===== src/rtl/perf_pkg.sv =====
// Shared constants and the increment helper for the performance-counter bank.
package perf_pkg;

  localparam int EVT_J       = 0;
  localparam int EVT_B       = 1;
  localparam int EVT_BS      = 2;
  localparam int DEF_NUM_EVT = 3;
  localparam int DEF_CNT_W   = 16;

  // Returns {ovf, next}. The value is carried in 32 bits; width selects the all-ones point.
  function automatic logic [32:0] sat_or_wrap_inc(input logic [31:0] value,
                                                  input int unsigned width,
                                                  input logic en,
                                                  input logic saturate);
    logic [31:0] max;
    max = (width >= 32) ? 32'hFFFF_FFFF : ((32'd1 << width) - 32'd1);
    if (!en)
      return {1'b0, value};
    else if (value == max)
      return {1'b1, (saturate ? max : 32'd0)};
    else
      return {1'b0, value + 32'd1};
  endfunction

endpackage


===== src/rtl/perf_ctr.sv =====
// Single counter with sticky overflow, synchronous clear and freeze.
module perf_ctr
  import perf_pkg::*;
#(
  parameter int CNT_W    = DEF_CNT_W,
  parameter bit SATURATE = 1'b0
) (
  input  logic             clk,
  input  logic             rst,
  input  logic             en,
  input  logic             clear,
  input  logic             freeze,
  output logic [CNT_W-1:0] cnt,
  output logic             ovf
);

  logic [32:0] nxt;
  logic        unused_hi;

  always_comb nxt = sat_or_wrap_inc(32'(cnt), CNT_W, en, SATURATE);

  // Upper bits of the 32-bit helper result are dead when CNT_W < 32.
  assign unused_hi = ^nxt;

  always_ff @(posedge clk) begin
    if (rst || clear) begin
      cnt <= '0;
      ovf <= 1'b0;
    end else if (!freeze) begin
      cnt <= nxt[CNT_W-1:0];
      ovf <= ovf | nxt[32];
    end
  end

endmodule


===== src/rtl/perf_counter_bank.sv =====
// Run-gated cycle counter plus NUM_EVT event counters for the CPU harness.
// Optional shadow snapshot registers when PERF_SNAPSHOT_EN is defined.
module perf_counter_bank
  import perf_pkg::*;
#(
  parameter int NUM_EVT  = DEF_NUM_EVT,
  parameter int CNT_W    = DEF_CNT_W,
  parameter int SATURATE = 0
) (
  input  logic                     clk,
  input  logic                     rst,
  input  logic                     run,
  input  logic [NUM_EVT-1:0]       evt,
  input  logic                     clear,
  input  logic                     freeze,
`ifdef PERF_SNAPSHOT_EN
  input  logic                     snap,
  output logic [CNT_W-1:0]         snap_cycles,
  output logic [NUM_EVT*CNT_W-1:0] snap_evt,
  output logic                     snap_valid,
`endif
  output logic [CNT_W-1:0]         cycles,
  output logic [NUM_EVT*CNT_W-1:0] evt_cnt,
  output logic [NUM_EVT:0]         ovf,
  output logic                     halt_pulse
);

  logic                          run_d;
  logic [NUM_EVT:0]              en;
  logic [NUM_EVT:0][CNT_W-1:0]   cnt;

  // Run history ignores clear/freeze so the halt pulse always fires.
  always_ff @(posedge clk) begin
    if (rst) begin
      run_d      <= 1'b0;
      halt_pulse <= 1'b0;
    end else begin
      run_d      <= run;
      halt_pulse <= run_d & ~run;
    end
  end

  // Slot 0 is the cycle counter; the halt pulse adds the halt instruction's cycle.
  assign en = {evt, run | halt_pulse};

  for (genvar g = 0; g <= NUM_EVT; g++) begin : g_ctr
    perf_ctr #(
      .CNT_W   (CNT_W),
      .SATURATE(SATURATE != 0)
    ) u_ctr (
      .clk   (clk),
      .rst   (rst),
      .en    (en[g]),
      .clear (clear),
      .freeze(freeze),
      .cnt   (cnt[g]),
      .ovf   (ovf[g])
    );
  end

  assign cycles  = cnt[0];
  assign evt_cnt = cnt[NUM_EVT:1];

`ifdef PERF_SNAPSHOT_EN
  // Captures pre-edge values, so snap with clear keeps the counts being cleared.
  always_ff @(posedge clk) begin
    if (rst) begin
      snap_cycles <= '0;
      snap_evt    <= '0;
      snap_valid  <= 1'b0;
    end else if (snap) begin
      snap_cycles <= cnt[0];
      snap_evt    <= cnt[NUM_EVT:1];
      snap_valid  <= 1'b1;
    end
  end
`endif

endmodule


===== config.mk =====
export PLATFORM = sky130hd
export DESIGN_NAME = perf_counter_bank
export DESIGN_NICKNAME = d
export VERILOG_FILES = /design/src/rtl/perf_pkg.sv /design/src/rtl/perf_ctr.sv /design/src/rtl/perf_counter_bank.sv
export SDC_FILE = /design/constraint.sdc
export NUM_CORES = 1
export LEC_CHECK = 0
export CAP_MARGIN = 20
export CORE_MARGIN = 5
export CORE_UTILIZATION = 35
export CTS_CLUSTER_DIAMETER = 30
export DETAILED_ROUTE_END_ITERATION = 10
export GPL_TIMING_DRIVEN = 0
export PLACE_DENSITY_LB_ADDON = 0.08
export REMOVE_ABC_BUFFERS = 1
export SETUP_SLACK_MARGIN = 0.1
export SYNTH_ARGS = -nofsm -noshare
export SYNTH_HDL_FRONTEND = slang
export SYNTH_SLANG_ARGS = --single-unit
export TNS_END_PERCENT = 100

===== constraint.sdc =====
create_clock -name clk -period 2.5 [get_ports clk]
set_input_delay 0.25 -clock clk [delete_from_list [all_inputs] [get_ports clk]]
set_output_delay 0.25 -clock clk [all_outputs]
set_load 0.01 [all_outputs]

==> metrics.csv <==
metric,value,unit
status,finished clean,
clock-root-buffer,clkbuf_8,
setup_ws,282,ps
first_global_vias,2834,
drive_above_1_share,5.96,%
drv_cap,0,
crit_fanout,10,
grt_max_degree,25,
die-area,0.0112,sq mm
grt.total_usage,14.9,%
slew-limit-headroom,37.6,%
cts_tree,built,
syn2layout_area_growth,33.7,%
finalPower,2.33,mW
clk_pin_slew,80,ps
ys_types,42,
synth_top_family_by_area,simple AND/OR/NAND/NOR gates,
drtIter0Drc,52,
ys_ff_latch,70,
drtAntennaViolNets,0,
final_max_slew_viol_count,0,
synthTopCellsByArea,"dfxtp_1, xnor2_1, nor2_1",
grt_pass1_wl,13700,um
synth_compound_area_share,7.56,%
first_pass_iters,4,
arrival,2410,ps
worstSkewPairLatency,340,ps
die_w,106,um
numCtsBuffers,9,
p_int,1.84,mW
clock_path_buffers,2,
vias,2913,
avgViaCountPerCell,5.16,
rsz0062_at_grt,no,
antenna_found_initial,0,
routedWlPerCell,14.3,um
hold_buffers,0,
postCtsSetupBuffers,0,
final_nets,460,
synth_top_cell_area_share,43.4,%
worst_clock_skew,10.7,ps
clock_sinks,70,
synthAdderAreaFrac,1.55,%
p_comb_share,3.3,%
synthMuxAreaShare,1.24,%
synth_top_area_cell,dfxtp_1,
yosys.area_share.simple,30.7,%
core_area,0.00911,sq mm
synth_ff_type,dfxtp_1,
htree_levels,3,
die_h,106,um
io_buffers,76,
p_leak,1.28,nW
synthXorXnorAreaFrac,12.2,%
period_needed,2220,ps
rows,35,
critPathRequiredTime,2690,ps
p_per_area,540,mW/mm^2
start_kind,flop,
synth_common_cells,"dfxtp_1, nor2_1, xnor2_1",
async_flop_share,0,%
final_hold_viol_count,0,
fin_crit_sh,88.7,%
synthCells,377,
n_fill_cell,921,
seq_power_share,48.2,%
yosysMostFrequentCell,dfxtp_1,
gp_congestion,0.721,
worst_pin_slew,930,ps
setup_viol,0,
worst-setup-path-type,reg -> reg,
grt-ovfl-total,0,
drc,0,
n_antenna_cell,0,
p_sw_share,21.0,%
min_path_type,reg -> reg,
initial_core_util,35.4,%
hpwl,5730,um
yosysSeqAreaShare,43.4,%
yosys_warnings,0,
synth_area,0.00323,sq mm
tns,0,ps
p_clk_share,48.5,%
syn_avg_cell_area,8.56,sq um
cts.repair.resized,3,
pre_cts_slack,-405,ps
io_pins,77,
clock.fmax,0.451,GHz
synth_edf_count,0,
vdd_drop_max,0.240,mV
end_kind,flop,
wirelength,8040,um
p_switching,0.490,mW
## layout by cell type (no fill, tap or decap), drive strengths merged, types with 2 or more instances in the layout
| cell type | count |
|---|---|
| clkbuf | 11 |
| inv | 7 |
| nand2b | 4 |
| or2 | 2 |
| a2111oi | 2 |
| a31o | 2 |
| and4 | 2 |
| nor3 | 15 |
| clkdlybuf4s50 | 75 |
| xor2 | 15 |
| or4 | 6 |
| a21oi | 11 |
| or3 | 6 |
| nor4 | 18 |
| xnor2 | 30 |
| ha | 4 |
| o21ai | 12 |
| a31oi | 2 |
| o21a | 4 |
| mux2i | 4 |
| nand4b | 3 |
| bufinv | 3 |
| and4b | 3 |
| nand3 | 22 |
| nor2b | 5 |
| nand2 | 26 |
| nor2 | 56 |
| dfxtp | 70 |
| nand4 | 19 |
## layer usage
layer  GRT usage (%)  wire, um  part of all wire (%)
met1            18.5      3760                    47
met2            24.7      3750                    47
met3            5.34       437                   5.4
met4            3.61        82                   1.0
met5               0         0                     0
## registers in the layout, summed over array words and instances (netlist names)
| register | flops |
|---|---|
| halt_pulse | 1 |
| g_ctr.u_ctr.cnt | 64 |
| g_ctr.u_ctr.ovf | 4 |
| run_d | 1 |
## worst max-delay path, cell delays in order (launching register included)
cell	delay, ps
dfxtp_1	420
ha_1	200
nand3_1	250
or3_1	460
o21ai_1	640
nor2_1	110
## power groups by stage
stage,logic (mW),clock network [mW],registers (mW)
6_report,0.0765,1.13,1.12
5_1_grt,0.0858,1.22,1.12
4_1_cts,0.0774,1.17,1.12
3_5_place_dp,0.0769,0,1.15
3_3_place_gp,0.0747,0,1.15
2_1_floorplan,0.0353,0,1.15
## final cells by class
type | count | area [sq um] | share of cell area (%)
Clock buffer | 11 | 141 | 3.28
Clock inverter | 5 | 106 | 2.46
Inverter | 7 | 26.3 | 0.609
Multi-Input combinational cell | 283 | 1730 | 40.1
Sequential cell | 70 | 1400 | 32.5
Tap cell | 111 | 139 | 3.22
Timing Repair Buffer | 77 | 771 | 17.9
## kinds of logic after synthesis
family,after synthesis
DFF,70
muxes,4
and+or+nand+nor,191
adders and majority gates,4
buffers and inverters,24
xor gates and xnor gates,45
AOI/OAI and AO/OA,39
## path summary, 6_finish.rpt
| path | start | endpoint | slack [ps] | depth (start not counted) |
|---|---|---|---|---|
| worst max-delay path | g_ctr[1].u_ctr.cnt[1] | g_ctr[1].u_ctr.cnt[3] | 280 | 5 |
| worst min-delay path | run_d | halt_pulse | 460 | 1 |
| worst max register to register | g_ctr[1].u_ctr.cnt[1] | g_ctr[1].u_ctr.cnt[3] | 280 | 5 |
| worst min register to register | run_d | halt_pulse | 460 | 1 |
## metrics by stage
stage / hold WS, ps / std cells / util, % / instance area, sq um
6_report: 459 / 564 / 47.4 / 4320
5_1_grt: 488 / 564 / 47.4 / 4320
4_1_cts: 464 / 564 / 47.3 / 4310
3_5_place_dp: 456 / 548 / 44.5 / 4060
3_3_place_gp: 448 / 547 / 44.4 / 4050
2_1_floorplan: 322 / 360 / - / 3150
(Power assumes the default switching activity.)
